[src/rtl/ram_write_arbiter_4core.sv]
// ram_write_arbiter_4core: round-robin write port arbiter for four cores,
// plus a one-word-per-cycle clear sweep that zeroes the whole memory.
module ram_write_arbiter_4core #(
  parameter int ADDR_W = 16,
  parameter int DATA_W = 16,
  parameter int DEPTH  = 65536
) (
  input  logic              clk,
  input  logic              clear_n,
  input  logic [3:0]        wr_req,
  input  logic [ADDR_W-1:0] wr_addr0,
  input  logic [ADDR_W-1:0] wr_addr1,
  input  logic [ADDR_W-1:0] wr_addr2,
  input  logic [ADDR_W-1:0] wr_addr3,
  input  logic [DATA_W-1:0] wr_data0,
  input  logic [DATA_W-1:0] wr_data1,
  input  logic [DATA_W-1:0] wr_data2,
  input  logic [DATA_W-1:0] wr_data3,
  output logic [3:0]        wr_ack,
  input  logic              clear_start,
  output logic              busy,
  output logic              clear_done,
  output logic              mem_we,
  output logic [ADDR_W-1:0] mem_addr,
  output logic [DATA_W-1:0] mem_data,
  output logic [15:0]       wr_count
);
  typedef enum logic {IDLE, CLEAR} state_t;
  localparam logic [ADDR_W:0] SWEEP_END = (ADDR_W+1)'(DEPTH);
  state_t            state, state_nxt;
  logic [1:0]        rr_ptr, rr_nxt, gnt, idx;
  logic              gnt_v;
  logic [3:0]        elig, ack_nxt;
  logic [ADDR_W:0]   cnt, cnt_nxt;
  logic              busy_nxt, done_nxt, we_nxt;
  logic [ADDR_W-1:0] addr_nxt, sel_addr;
  logic [DATA_W-1:0] data_nxt, sel_data;
  logic [15:0]       count_nxt;
  // a core acked this cycle is masked so one request is never granted twice
  assign elig = wr_req & ~wr_ack;
  always_comb begin
    gnt   = rr_ptr;
    gnt_v = 1'b0;
    idx   = '0;
    for (int k = 3; k >= 0; k--) begin
      idx = rr_ptr + 2'(k);
      if (elig[idx]) begin
        gnt   = idx;
        gnt_v = 1'b1;
      end
    end
  end
  assign sel_addr = gnt == 2'd0 ? wr_addr0 : gnt == 2'd1 ? wr_addr1 : gnt == 2'd2 ? wr_addr2 : wr_addr3;
  assign sel_data = gnt == 2'd0 ? wr_data0 : gnt == 2'd1 ? wr_data1 : gnt == 2'd2 ? wr_data2 : wr_data3;
  always_comb begin
    state_nxt = state;
    rr_nxt    = rr_ptr;
    cnt_nxt   = cnt;
    ack_nxt   = '0;
    busy_nxt  = 1'b0;
    done_nxt  = 1'b0;
    we_nxt    = 1'b0;
    addr_nxt  = mem_addr;
    data_nxt  = mem_data;
    count_nxt = wr_count;
    if (state == CLEAR) begin
      // counter is one bit wider so a full 2^ADDR_W sweep still terminates
      if (cnt == SWEEP_END) begin
        state_nxt = IDLE;
        done_nxt  = 1'b1;
      end else begin
        busy_nxt = 1'b1;
        we_nxt   = 1'b1;
        addr_nxt = cnt[ADDR_W-1:0];
        data_nxt = '0;
        cnt_nxt  = cnt + 1'b1;
      end
    end else if (clear_start) begin
      state_nxt = CLEAR;
      busy_nxt  = 1'b1;
      cnt_nxt   = '0;
      count_nxt = '0;
    end else if (gnt_v) begin
      we_nxt    = 1'b1;
      addr_nxt  = sel_addr;
      data_nxt  = sel_data;
      ack_nxt   = 4'b0001 << gnt;
      rr_nxt    = gnt + 2'd1;
      count_nxt = wr_count + 16'd1;
    end
  end
  always_ff @(posedge clk or negedge clear_n) begin
    if (!clear_n) begin
      state      <= IDLE;
      rr_ptr     <= '0;
      cnt        <= '0;
      wr_ack     <= '0;
      busy       <= 1'b0;
      clear_done <= 1'b0;
      mem_we     <= 1'b0;
      mem_addr   <= '0;
      mem_data   <= '0;
      wr_count   <= '0;
    end else begin
      state      <= state_nxt;
      rr_ptr     <= rr_nxt;
      cnt        <= cnt_nxt;
      wr_ack     <= ack_nxt;
      busy       <= busy_nxt;
      clear_done <= done_nxt;
      mem_we     <= we_nxt;
      mem_addr   <= addr_nxt;
      mem_data   <= data_nxt;
      wr_count   <= count_nxt;
    end
  end
endmodule

[config.mk]
export PLATFORM = sky130hd
export DESIGN_NAME = ram_write_arbiter_4core
export DESIGN_NICKNAME = d
export VERILOG_FILES = /design/src/rtl/ram_write_arbiter_4core.sv
export SDC_FILE = /design/constraint.sdc
export NUM_CORES = 1
export LEC_CHECK = 0
export ABC_AREA = 1
export CAP_MARGIN = 20
export CORE_MARGIN = 2
export CORE_UTILIZATION = 45
export DETAILED_ROUTE_END_ITERATION = 10
export PLACE_DENSITY = 0.86
export REMOVE_ABC_BUFFERS = 1
export SKIP_LAST_GASP = 1
export SYNTH_ARGS = -nofsm -noshare
export SYNTH_HDL_FRONTEND = slang
export SYNTH_SLANG_ARGS = --single-unit
[constraint.sdc]
create_clock -name clk -period 3.15 [get_ports clk]
set_clock_uncertainty 0.05 [all_clocks]
set_input_delay 0.4725 -clock clk [delete_from_list [all_inputs] [get_ports clk]]
set_output_delay 0.4725 -clock clk [all_outputs]
set_load 0.005 [all_outputs]
==> results of run 1 <==
## worst max-delay path, cell delays in order (launching register included)
cell and delay, ns:
dfrtp_1 0.65, nand3_1 0.13, nand2_1 0.12, nand2_1 0.09, nand2_2 0.12, inv_1 0.04
nand2_1 0.05, nand2_1 0.06, nand2_1 0.05, nand2_1 0.06, nand2_1 0.13, inv_1 0.08
ha_1 0.25, inv_1 0.13, buf_12 0.18, nand2_1 0.07, nand3_1 0.08, o21ai_0 0.11
o21ai_0 0.18, nand2_1 0.07, nand2_1 0.09
## metal layers
layer,GRT usage (%),wire length [microns],vias to the layer above
met4,9.98,386,0
met5,0,0,-
li1,-,-,2659
met3,5.06,1180,37
met1,31.8,6150,2482
met2,48.2,7610,238
## synth_stat cells (3+ instances only)
master,number
nand2_1,255
nand3_1,107
dfrtp_1,74
o21ai_0,49
inv_1,42
nor2_1,29
clkbuf_1,25
o211ai_1,13
o22ai_1,12
buf_2,9
nor3_1,9
xor2_1,9
nand2_2,8
nand3_2,8
a21oi_1,7
ha_1,7
buf_6,4
nand4_1,4
a31oi_1,3
buf_1,3
nand3b_1,3
o21bai_1,3
xnor2_1,3
## area by class of cell
class                      count  area share [%]
multi-input combinational    546            37.4
timing repair buffer         202            28.6
sequential                    74            26.0
tap                          140            2.46
inverter                      45            2.40
clock buffer                   9            1.74
clock inverter                 7            1.42
## cell families (layout without fill, tap and decap cells)
family	count (synthesis)	after routing	synth area share [%]
AO/OA/AOI/OAI	92	92	11.0
XOR/XNOR	14	14	2.81
adder cells (fa/ha/maj)	7	7	1.79
buffers and inverters	87	263	7.64
flip-flops	74	74	37.8
AND/OR/NAND/NOR	433	433	39.0
## metrics by stage
step	instances	hold slack (ns)	utilization, %	instance area [sq um]
finish	1023	0.193	66.3	7130
global route	1023	0.283	66.3	7130
CTS	1023	0.253	66.3	7130
detailed placement	1007	0.437	64.3	6900
global placement	1007	0.432	64.3	6900
floorplan	665	0.127	-	4690
## state kept, by name (all words and copies together), names as in the netlist
signal      cells
clear_done      1
cnt            17
mem_addr       16
mem_data       16
mem_we          1
rr_ptr          2
state           1
wr_ack          4
wr_count       16
## power by group
group / internal [mW] / switching [mW]
Combinational: 0.215 / 0.152
Sequential: 0.949 / 0
Clock: 0.453 / 0.390
## cell usage in the layout (no fill, tap or decap), types with 4 or more instances in the layout
cell type        synthesis  final
dfrtp_1                 74     74
buf_12                   0      4
nand4_1                  4      4
nor3_1                   9      9
ha_1                     7      7
xor2_1                   9      9
o22ai_1                 12     12
clkdlybuf4s50_1          0    188
nand2_1                255    255
o211ai_1                13     13
nand3_2                  8      8
o21ai_0                 49     49
nand2_2                  8      8
buf_4                    1     10
clkbuf_8                 0      9
nor2_1                  29     29
nand3_1                107    107
inv_1                   42     41
a21oi_1                  7      7
## final timing paths
check	endpoint	slack (ns)	cells past startpoint
min	rr_ptr[1]	0.19	1
min in group clk	mem_data[6]	0.45	2
max reg2reg	mem_data[11]	0.32	20
max	mem_data[11]	0.32	20
min reg2reg	mem_data[6]	0.45	2
max in group asynchronous	mem_addr[15]	2.20	1
==> impl_metrics.ini, run 1 <==
[floorplan]
pin_count = 190
dieWidth_microns = 108
rows = 38
die_height_microns = 108
start_util_pct = 45.6
dieArea_sq_um = 11700
core_sq_um = 10700

[finish]
multi_input_area_sq_um = 2670
area_delta_synth_final_pct = 45.7
drive_above_1_share_pct = 6.80
regArea_sq_um = 1850
num_antenna_cells = 0
nets = 1020
fill_cells = 983

[job]
drv_cap = 0

[global_route]
grt_pass1_wl_mm = 24.7
grt_max_degree = 75
gr-total-overflow = 0
antenna_found_initial = 0
grt.total_usage_pct = 26.9
grt_pass1_vias = 5279

[placement]
dpl.hpwl_mm = 11.4
dp_slack_ns = 0.0500
gp_congestion = 0.890
io_buffers = 189

[routing]
drt-pass1-iter-count = 5
drc = 0
wl_per_cell_microns = 15.0
drt-total-wl_mm = 15.3
vias_per_cell = 5.29
postRouteAntennaNets = 0
drt_iter0_markers = 268
via_count = 5416

[sta]
setup_slack_ns = 0.321
hold_viol = 0
setup_viol = 0
finalCriticalPeriod_ns = 2.83
fmax_ghz = 0.353
slew_headroom_pct = 35.8
rsz0062_at_grt = false
period_share_pct = 89.8
report.final.slew_viol_count = 0
setup_tns_ns = 0
worst_slew_pin_slew_ns = 0.962

[synth]
netlist_instances = 707
async_flop_share_pct = 100
synth_edf_count = 0
yosysTopAreaCell = dfrtp_1
synth_area_per_cell_sq_um = 6.92
yosysSeqAreaShare_pct = 37.8
ys_types = 38
synth_top_area_share_pct = 37.8
synth_flop_cell = dfrtp_1
yosys_warnings = 0
syn-cell-area_sq_um = 4890
yosys-top-cells-area = dfrtp_1 38%, nand2_1 20%, nand3_1 11%, o21ai_0 5.0%, inv_1 3.2%
synth_seq_cells = 74

[setup_path]
cp.arrival_ns = 3.07
required_ns = 3.39
cp-startpoint = rr_ptr[0]
worst_setup_path_end_kind = flop
crit_fanout = 27
r2r_start = rr_ptr[0]
critPathKind = reg2reg
worst_setup_path_start_kind = flop

[clocking]
cts_buffer_depth = 2
clock_sinks = 74
clk_latency_ns = 0.35
root_buffer = clkbuf_8
cts_tree = built
cts_buffers = 9
clkTransAtPathRegs_ns = 0.08
h-tree-depth = 3
cts_hold_buf = 0
cts.repair.resized = 0
cts_setup_buffers = 0

[run_status]
status = completed

[worst_hold_path]
min_path_type = in2async

[power]
totalPowerFinal_mw = 2.16
ir_worst_vdd_mv = 0.203
p_leak_nw = 3.30
power.density_nw_per_um2 = 303
Power figures use the tool's default switching activity.
==> run 2: changes to the inputs <==
Settings changed: CORE_UTILIZATION 45 to 46, CTS_BUF_LIST from default to sky130_fd_sc_hd__clkbuf_4, PLACE_DENSITY 0.86 to 0.88.
==> run 2 against run 1 <==
Compared with the run above:
- sequential share of layout area increased by 0.38 points
- utilization increased by 1.8 points
- register-to-register slack improved by 0.08 ns
- clock power decreased by 41%
- total power decreased by 16%
- cell count about the same
- sequential power about the same
- first-iteration DRC count decreased by 17%
==> impl_metrics.ini, run 2 (synthesis gave the netlist of run 1 again) <==
[setup_path]
critPathKind = reg2reg
r2r_cells = 19
crit_fanout = 27
crit_chain = inv_4 -> nand3_2 -> nand2_1 -> nand2_1 -> nand2_2 -> inv_1 -> nand2_1 -> nand2_1 -> nand2_1 -> nand2_1 -> inv_1 -> ha_1 -> buf_4 -> nand2_1 -> nand3_1 -> o21ai_0 -> o21ai_0 -> nand2_1 -> nand2_1
worst_setup_path_start_kind = flop
cp-startpoint = rr_ptr[0]
crit_buf_inv = 4
cpPeakStageDelay_ns = 0.52
required_ns = 3.48
r2r_start = rr_ptr[0]
critical_path.most_common_cell = nand2_1
r2r_slack_ns = 0.40
crit_path_top_delay_cell = dfrtp_2
cp.arrival_ns = 3.08
worst_setup_path_end_kind = flop
cp-endpoint = mem_data[5]
rr_endpoint = mem_data[5]
path_delay_family = simple AND/OR/NAND/NOR gates
crit_cells = 19

[power]
ir_worst_vdd_mv = 0.180
p_leak_nw = 3.28
power.density_nw_per_um2 = 258

[finish]
fin_util_pct = 68.1
multi_input_area_sq_um = 2670
regArea_sq_um = 1850
area_delta_synth_final_pct = 43.6
stdcell_count = 1024
largest_register_ffs = 17
nets = 1026
top_register = cnt
drive_above_1_share_pct = 7.21
most-common-layout-cells = 255 x nand2_1, 188 x clkdlybuf4s50_1, 107 x nand3_1
mostFrequentLayoutCell = nand2_1
num_antenna_cells = 0
fill_cells = 899

[floorplan]
start_util_pct = 47.4
rows = 37
dieArea_sq_um = 11500
pin_count = 190
dieWidth_microns = 107
die_height_microns = 107
core_sq_um = 10300

[global_route]
gr-total-overflow = 0
grt.total_usage_pct = 27.7
grt_pass1_vias = 5227
antenna_found_initial = 0
grt_pass1_wl_mm = 25.2
grt_max_degree = 75

[routing]
via_count = 5460
vias_per_cell = 5.33
drt-total-wl_mm = 15.4
postRouteAntennaNets = 0
drc = 0
drt_iter0_markers = 222
drt-pass1-iter-count = 5
wl_per_cell_microns = 15.0

[placement]
place_inst = 1009
io_buffers = 189
dp_slack_ns = 0.0105
gp_congestion = 0.928
dpl.hpwl_mm = 11.7

[clocking]
clk_latency_ns = 0.42
cts_setup_buffers = 0
clock_sinks = 74
cts_buffer_depth = 2
h-tree-depth = 3
clkTransAtPathRegs_ns = 0.12
root_buffer = clkbuf_4
cts_buffers = 9
cts_tree = built

[run_status]
status = completed

[sta]
report.final.slew_viol_count = 0
setup_tns_ns = 0
hold_viol = 0
worst_slew_pin_slew_ns = 0.945
finalCriticalPeriod_ns = 2.75
slew_headroom_pct = 37.0
period_share_pct = 87.3
setup_viol = 0
setup_slack_ns = 0.399
rsz0062_at_grt = false
fmax_ghz = 0.364

[job]
drv_cap = 0

[worst_hold_path]
min_path_type = in2async
-- run 2: changes by cell type in the layout (fill, tap and decap cells not counted), moves of 2 or more --
cell / change
buf_4: +7
clkbuf_4: +10
clkinv_1: +2
clkinv_2: +3
inv_6: -2
clkbuf_8: -9
clkinvlp_4: -2
bufinv_16: -2
-- run 2: worst register-to-register path: cells and delay by family, from the launching register on --
| kind | cells | cell delay (ns) |
|---|---|---|
| buf+inv | 4 | 0.57 |
| simple gates | 12 | 1.05 |
| fa+ha+maj | 1 | 0.21 |
| flops | 1 | 0.52 |
| compound gates | 2 | 0.29 |
-- run 2: timing repair --
item / 4_1_cts / 5_1_grt
hold buffers: 0 / 0
resized for setup: 0 / 1
hold endpoints to repair: 0 / 0
endpoints found under the setup margin: 0 / 3
-- run 2: how the worst min path moves through the flow --
stage                     slack [ns]  cells past startpoint      endpoint    startpoint
after floorplan                 0.13                      0    clear_done       clear_n
after global placement          0.43                      2   mem_data[6]   mem_data[6]
after detailed placement        0.44                      2  mem_data[11]  mem_data[11]
after CTS                       0.17                      1   wr_count[1]       clear_n
after global routing            0.19                      1   wr_count[1]       clear_n
final                           0.12                      1   wr_count[1]       clear_n
-- run 2: layer usage --
layer,GRT usage (%),up-vias,routed length (microns)
met2,47.4,203,7510
li1,-,2668,-
met5,0,-,0
met3,6.50,36,1070
met1,33.8,2553,6380
met4,10.2,0,431
-- run 2: power breakdown --
part	internal (mW)	total [mW]	switching, mW	leakage (nW)
Sequential	0.950	0.950	0	0.984
Combinational	0.215	0.368	0.153	2.23
Clock	0.158	0.496	0.338	0.0609
Total	1.32	1.81	0.491	3.28
-- run 2: area by class of cell --
type	instances	area share (%)
multi-input cells	546	38.0
repair buffers	208	29.4
flip-flops and latches	74	26.4
inverters	45	2.44
well taps	136	2.42
clock buffers	10	1.07
clock inverters	5	0.320
-- run 2: per-stage QoR --
stage / hold slack [ns] / instance area [sq um] / power [mW]
floorplan: 0.127 / 4690 / 1.10
global placement: 0.432 / 6930 / 1.33
detailed placement: 0.440 / 6930 / 1.34
CTS: 0.170 / 7030 / 1.82
global route: 0.193 / 7030 / 1.90
finish: 0.121 / 7030 / 1.81
